--- src/rtl/ctrl_seq_pkg.sv ---
// Shared types and default widths for the ctrl_seq control-word sequencer.
// CTRL_SEQ_ILLEGAL_EN adds a per-entry valid bit to the table entry.
package ctrl_seq_pkg;

  localparam int OP_W_DEF   = 7;
  localparam int CTRL_W_DEF = 26;
  localparam int RPT_W_DEF  = 3;

  typedef enum logic {
    IDLE = 1'b0,
    EMIT = 1'b1
  } state_t;

  // Entry layout at default widths; the top re-declares it with its own parameters.
  typedef struct packed {
`ifdef CTRL_SEQ_ILLEGAL_EN
    logic                  valid;
`endif
    logic [RPT_W_DEF-1:0]  rpt;
    logic [CTRL_W_DEF-1:0] ctrl;
  } entry_def_t;

  function automatic int entry_w(input int ctrl_w, input int rpt_w);
    return ctrl_w + rpt_w;
  endfunction

endpackage

--- src/rtl/ctrl_seq_if.sv ---
// Opcode-in / control-beat-out handshake bundle for ctrl_seq.
interface ctrl_seq_if
  import ctrl_seq_pkg::*;
#(
  parameter int OP_W   = OP_W_DEF,
  parameter int CTRL_W = CTRL_W_DEF
) ();

  logic              in_valid;
  logic              in_ready;
  logic [OP_W-1:0]   in_op;
  logic              out_valid;
  logic              out_ready;
  logic [CTRL_W-1:0] out_ctrl;
  logic              out_last;

  modport master (
    output in_valid, in_op, out_ready,
    input  in_ready, out_valid, out_ctrl, out_last
  );

  modport slave (
    input  in_valid, in_op, out_ready,
    output in_ready, out_valid, out_ctrl, out_last
  );

endinterface

--- src/rtl/ctrl_seq_table.sv ---
// Decode table: async-reset register file, one write port, one combinational read port.
// Reads see pre-edge contents, so a same-cycle write to the read index returns the old entry.
module ctrl_seq_table
  import ctrl_seq_pkg::*;
#(
  parameter int OP_W  = OP_W_DEF,
  parameter int ENT_W = CTRL_W_DEF + RPT_W_DEF
) (
  input  logic             clk,
  input  logic             rst_n,
  input  logic             we,
  input  logic [OP_W-1:0]  wr_addr,
  input  logic [ENT_W-1:0] wr_data,
  input  logic [OP_W-1:0]  rd_addr,
`ifdef CTRL_SEQ_ILLEGAL_EN
  output logic             rd_valid,
`endif
  output logic [ENT_W-1:0] rd_data
);

  localparam int DEPTH = 2**OP_W;

  logic [ENT_W-1:0] mem [DEPTH];

  always_ff @(posedge clk or negedge rst_n) begin
    if (!rst_n) begin
      for (int i = 0; i < DEPTH; i++) mem[i] <= '0;
    end else if (we) begin
      mem[wr_addr] <= wr_data;
    end
  end

  assign rd_data = mem[rd_addr];

`ifdef CTRL_SEQ_ILLEGAL_EN
  // Valid bits only clear on reset; rewriting an entry keeps it legal.
  logic vld [DEPTH];

  always_ff @(posedge clk or negedge rst_n) begin
    if (!rst_n) begin
      for (int i = 0; i < DEPTH; i++) vld[i] <= 1'b0;
    end else if (we) begin
      vld[wr_addr] <= 1'b1;
    end
  end

  assign rd_valid = vld[rd_addr];
`endif

endmodule

--- src/rtl/ctrl_seq.sv ---
// Sequenced control-word generator: opcode -> table entry -> rpt+1 beats of ctrl.
// Optional feature macro: CTRL_SEQ_ILLEGAL_EN (unwritten opcodes raise err instead of a zero beat).
//
// state | meaning
// IDLE  | no op in flight, ready for an opcode
// EMIT  | presenting ctrl_q; cnt beats remain after the current one
module ctrl_seq
  import ctrl_seq_pkg::*;
#(
  parameter int OP_W   = OP_W_DEF,
  parameter int CTRL_W = CTRL_W_DEF,
  parameter int RPT_W  = RPT_W_DEF
) (
  input  logic                    clk,
  input  logic                    rst_n,
  ctrl_seq_if.slave               bus,
  input  logic                    tbl_we,
  input  logic [OP_W-1:0]         tbl_addr,
  input  logic [CTRL_W+RPT_W-1:0] tbl_data,
  output logic                    busy,
  output logic                    err,
  output logic [7:0]              err_cnt
);

  typedef struct packed {
    logic [RPT_W-1:0]  rpt;
    logic [CTRL_W-1:0] ctrl;
  } entry_t;

  state_t            state, state_d;
  logic [RPT_W-1:0]  cnt, cnt_d;
  logic [CTRL_W-1:0] ctrl_q, ctrl_d;
  entry_t            rd_entry;
  logic              entry_ok;
  logic              last_c;
  logic              in_ready_c;
  logic              accept;

  ctrl_seq_table #(
    .OP_W  (OP_W),
    .ENT_W (CTRL_W + RPT_W)
  ) u_table (
    .clk      (clk),
    .rst_n    (rst_n),
    .we       (tbl_we),
    .wr_addr  (tbl_addr),
    .wr_data  (tbl_data),
    .rd_addr  (bus.in_op),
`ifdef CTRL_SEQ_ILLEGAL_EN
    .rd_valid (entry_ok),
`endif
    .rd_data  (rd_entry)
  );

  always_ff @(posedge clk or negedge rst_n) begin
    if (!rst_n) begin
      state  <= IDLE;
      cnt    <= '0;
      ctrl_q <= '0;
    end else begin
      state  <= state_d;
      cnt    <= cnt_d;
      ctrl_q <= ctrl_d;
    end
  end

  always_comb begin
    state_d    = state;
    cnt_d      = cnt;
    ctrl_d     = ctrl_q;
    last_c     = (state == EMIT) && (cnt == '0);
    in_ready_c = (state == IDLE) || (last_c && bus.out_ready);
    accept     = bus.in_valid && in_ready_c;

    if ((state == EMIT) && bus.out_ready) begin
      if (cnt == '0) state_d = IDLE;
      else           cnt_d   = cnt - RPT_W'(1);
    end

    // A new accept overrides the drain to IDLE, giving back-to-back ops.
    if (accept) begin
      if (entry_ok) begin
        state_d = EMIT;
        cnt_d   = rd_entry.rpt;
        ctrl_d  = rd_entry.ctrl;
      end else begin
        state_d = IDLE;
      end
    end
  end

  assign bus.in_ready  = in_ready_c;
  assign bus.out_valid = (state == EMIT);
  assign bus.out_last  = last_c;
  assign bus.out_ctrl  = ctrl_q;
  assign busy          = (state == EMIT);

`ifdef CTRL_SEQ_ILLEGAL_EN
  logic       err_q;
  logic [7:0] err_cnt_q;

  always_ff @(posedge clk or negedge rst_n) begin
    if (!rst_n) begin
      err_q     <= 1'b0;
      err_cnt_q <= '0;
    end else begin
      err_q <= accept && !entry_ok;
      if (accept && !entry_ok && (err_cnt_q != 8'hFF)) err_cnt_q <= err_cnt_q + 8'd1;
    end
  end

  assign err     = err_q;
  assign err_cnt = err_cnt_q;
`else
  assign entry_ok = 1'b1;
  assign err      = 1'b0;
  assign err_cnt  = '0;
`endif

endmodule

--- src/flat_wrapper.sv ---
// flat-port wrapper written by rule: the top's interface ports become plain ports
module ctrl_seq_flat import ctrl_seq_pkg::*;
#(
  parameter int OP_W   = OP_W_DEF,
  parameter int CTRL_W = CTRL_W_DEF,
  parameter int RPT_W  = RPT_W_DEF
)
  (clk, rst_n, tbl_we, tbl_addr, tbl_data, busy, err, err_cnt, bus_in_valid, bus_in_op, bus_out_ready, bus_in_ready, bus_out_valid, bus_out_ctrl, bus_out_last);
  ctrl_seq_if #(.OP_W(OP_W), .CTRL_W(CTRL_W)) bus_i ();
  input  logic clk;
  input  logic rst_n;
  input  logic tbl_we;
  input  logic [OP_W-1:0] tbl_addr;
  input  logic [CTRL_W+RPT_W-1:0] tbl_data;
  output logic busy;
  output logic err;
  output logic [7:0] err_cnt;
  input wire logic [$bits(bus_i.in_valid)-1:0] bus_in_valid;
  input wire logic [$bits(bus_i.in_op)-1:0] bus_in_op;
  input wire logic [$bits(bus_i.out_ready)-1:0] bus_out_ready;
  output wire logic [$bits(bus_i.in_ready)-1:0] bus_in_ready;
  output wire logic [$bits(bus_i.out_valid)-1:0] bus_out_valid;
  output wire logic [$bits(bus_i.out_ctrl)-1:0] bus_out_ctrl;
  output wire logic [$bits(bus_i.out_last)-1:0] bus_out_last;
  assign bus_i.in_valid = bus_in_valid;
  assign bus_i.in_op = bus_in_op;
  assign bus_i.out_ready = bus_out_ready;
  assign bus_in_ready = bus_i.in_ready;
  assign bus_out_valid = bus_i.out_valid;
  assign bus_out_ctrl = bus_i.out_ctrl;
  assign bus_out_last = bus_i.out_last;
  ctrl_seq #(.OP_W(OP_W), .CTRL_W(CTRL_W), .RPT_W(RPT_W)) u_core (.clk(clk), .rst_n(rst_n), .bus(bus_i), .tbl_we(tbl_we), .tbl_addr(tbl_addr), .tbl_data(tbl_data), .busy(busy), .err(err), .err_cnt(err_cnt));
endmodule
--- config.mk ---
export PLATFORM = sky130hd
export DESIGN_NAME = ctrl_seq_flat
export DESIGN_NICKNAME = d
export VERILOG_FILES = /design/src/rtl/ctrl_seq_pkg.sv /design/src/rtl/ctrl_seq_if.sv /design/src/rtl/ctrl_seq_table.sv /design/src/rtl/ctrl_seq.sv /design/src/flat_wrapper.sv
export SDC_FILE = /design/constraint.sdc
export NUM_CORES = 2
export LEC_CHECK = 0
export CORE_ASPECT_RATIO = 1.2
export CORE_MARGIN = 2
export CORE_UTILIZATION = 60
export CTS_CLUSTER_SIZE = 12
export DETAILED_ROUTE_END_ITERATION = 10
export PLACE_DENSITY = 0.76
export SLEW_MARGIN = 10
export SYNTH_ARGS = -nofsm -noshare
export SYNTH_HDL_FRONTEND = slang
export SYNTH_HIERARCHICAL = 1
export SYNTH_SLANG_ARGS = --single-unit
--- constraint.sdc ---
create_clock -name clk -period 3.45 [get_ports clk]
set_input_delay 0.69 -clock clk [delete_from_list [all_inputs] [get_ports clk]]
set_output_delay 0.69 -clock clk [all_outputs]
set_load 0.005 [all_outputs]
==> parameters.txt <==
Parameter                              Value

Critical path
  Worst-path maximum fanout    3
  Stage delay of the slowest cell on the critical path    slightly below 500 ps
  Slowest stage cell, crit path    clkdlybuf4s50_1
  Endpoint required time on the critical path    2760 ps
  Top Family by Delay on Critical Path    buffers and inverters
  Type of element capturing the critical path    output pin
  Startpoint types    flip-flop
  CP cell instances    inv_1, ha_1, ha_4, and2_1, clkdlybuf4s50_1
  Crit path buf inv count    2
  WS Path Type    flip-flop to output pin
  Data arrival time at the worst-slack endpoint    between 2000 and 3000 ps

Floorplanning
  Die extent in y    585 um
  Width of the die    488 um
  Total number of placement rows    213
  Floorplan core area    0.280 mm2
  Initial Util    60.2%
  I/O pin count    87
  Area enclosed by the die boundary    0.285 mm2

Global routing
  Vias in the first global route    102000
  Maximum number of pins on one net before global-route repair    about 170
  Global Route Usage Sum    33.2%
  Antenna violations before repair    57
  Global-route wire length before repair    ~700 mm
  Sum of overflow across all layers after global routing    0

Logic synthesis
  Netlist area before placement    around 0.17 mm2
  Seq/Total Area, Yosys    55.5%
  Number of instances in the synthesized netlist    10000
  Number of distinct library cells after synthesis    31
  Count of flip-flops with a built-in enable after synthesis    0
  Post-Synthesis Mean Instance Area    16.8 um2
  Most frequent cell after synthesis    mux2_2
  Primary FF master, synth    dfrtp_1
  Warnings, synthesis    6
  Share of synthesized registers carrying an async set or reset    100%
  Cell taking the most area after synthesis    dfrtp_1
  Largest cells by area after synthesis    dfrtp_1, mux2_2, mux4_2
  Portion of synthesized cell area occupied by the leading cell type    55.5%
  Ranking of synthesized cells by instance count    mux2_2, dfrtp_1, mux4_2, clkbuf_1, buf_1
  Flip-flop and latch count after synthesis    3742

Final layout
  Area growth from synthesis to layout    13.0%
  Final standard cell count with taps included and fillers excluded    14000
  Core Util, Final    just under 70%
  Fraction of final layout cells sized beyond drive strength 1    61.6%
  Filler Cell Count    17900
  Nets    10100

Placed design
  Routability congestion estimate    a little over 0.9
  Placed wire-length estimate after detailed placement    between 200 and 300 mm
  Count of input and output buffers    77
  Number of placed cells counting well taps    13400

STA
  Unrepaired setup endpoints after global routing    no
  Slew margin rel.    22.8%
  Final-report setup violation count    0
  Minimum period implied by the final worst setup slack    3200 ps
  Post-route clock period utilization    92.8%
  Maximum clock frequency    312 MHz
  Final Hold Fails    0
  Slew @ Worst Pin    around 1200 ps
  Clock skew    48.4 ps
  Number of slew-limit violations in the final report    0

Clock network
  Clock transition time at the flip-flop clock pins of the worst setup and hold paths    around 60 ps
  Number of buffers between clock root and the deepest sink    4
  Root Buffer    clkbuf_16
  H-tree level count    5
  Sinks on Clock Net    between 3000 and 4000
  Worst-Skew Late Latency    920 ps
  Inserted Clock Buffers    375
  CTS tree    built

Power and ir drop
  Pwr/cell area    524 mW/mm2
  Overall power of the completed layout    about 100 mW
  Leakage power    90.5 nW
  Max IR drop VDD    ~460 uV

Route
  Vias after detailed routing    approximately 94000
  Count of nets left with antenna violations after detail routing    0
  Avg Vias per Cell    6.73
  Post-route DRC violation count    0
  Starting DRC count in detailed routing    8081
  Detailed-route wire length per cell    33.1 um
  1st-pass router iterations    6
  Final routed wirelength across all metal layers    464 mm

Job
  Max-cap violations    0

Min path
  Type of the tightest min-delay check    input pin to flip-flop

Status
  Run status    completed
==> report_power, final <==
group / internal [mW] / leakage, nW / switching, mW / total, mW
Clock: 21.8 / 5.46 / 16.6 / 38.4
Sequential: 47.6 / 50.9 / 2.28 / 49.9
Combinational: 6.20 / 34.1 / 5.38 / 11.6
Total: 75.6 / 90.5 / 24.2 / 99.8
==> placed cells by master (no fill, tap or decap), drive strengths merged, types with 12 or more instances in the layout <==
cell and n:
clkinv 17, nand2 86, nor3 12, mux2 3767, buf 709, clkbuf 534, diode 25, mux4 1218
nor2 51, dfrtp 3742, clkdlybuf4s50 40
==> path summary, 6_finish.rpt <==
check / slack, ps / from / end / cells after the start
worst max-delay path: 250 / u_core/cnt[0]$_DFFE_PN0P_ / bus_out_last / 5
worst min-delay path: 180 / tbl_data[10] / u_core/u_table/mem[1228]$_DFFE_PN0P_ / 2
worst max register to register: 530 / u_core/u_table/mem[258]$_DFFE_PN0P_ / u_core/cnt[0]$_DFFE_PN0P_ / 6
worst min register to register: 500 / u_core/u_table/mem[2200]$_DFFE_PN0P_ / u_core/u_table/mem[2200]$_DFFE_PN0P_ / 1
max in group asynchronous: 1510 / rst_n / u_core/u_table/mem[337]$_DFFE_PN0P_ / 5
min in group asynchronous: 340 / rst_n / u_core/u_table/mem[3692]$_DFFE_PN0P_ / 2
==> logic make-up (layout without fill, tap and decap cells) <==
kind of cell	count (synthesis)	after routing	synth area share [%]
mux	4985	4985	41.4
flops	3742	3742	55.5
buf+inv	1100	1316	2.57
simple gates	182	182	0.464
compound gates	8	8	0.0386
fa+ha+maj	2	2	0.0148
other cells	1	34	0.00222
==> flip-flops by register name, indices dropped and copies added, names as in the netlist <==
signal	count
u_core/bus.out_valid	1
u_core/bus.out_ctrl	26
u_core/u_table/mem	3712
u_core/cnt	3
==> per-stage QoR <==
step                      TNS (ps)  setup slack, ps  instance area, um2  hold WS [ps]
final                            0              249              191000           180
after global routing             0              167              191000           163
after CTS                        0             48.8              191000           136
after detailed placement    -13790             -528              179000           487
after global placement      -12930             -553              179000           481
after floorplan                  0             2.03              169000           394
==> cell type report <==
type	instances	area [um2]	share of cell area, %
sequential	3742	93600	49.1
multi-input combinational	5186	71400	37.4
clock buffer	534	10800	5.68
timing repair buffer	750	9710	5.09
tap	3762	4710	2.47
clock inverter	27	302	0.158
antenna	25	62.6	0.0328
inverter	5	18.8	0.00984
==> repair_timing <==
action,in CTS,in global routing
resized for setup,2,0
endpoints found under the setup margin,2,1
hold buffers,1,0
hold endpoints to repair,16,0
cloned,0,0
setup buffers,0,1
==> per-layer routing <==
metal / global-route usage (%) / vias to the layer above / routed length [um]
li1: - / 37400 / -
met1: 45.2 / 52600 / 184000
met3: 6.84 / 982 / 34700
met2: 52.7 / 3371 / 224000
met4: 13.8 / 24 / 21700
met5: 0 / - / 159
==> worst reg2reg max path, stage by stage (launching register included) <==
cell and delay, ps:
dfrtp_1 370, mux4_2 470, mux4_2 610, mux4_2 670, mux2_2 350, a31oi_1 200
o22ai_2 120
Note: power is estimated with default switching activity, not from simulation.
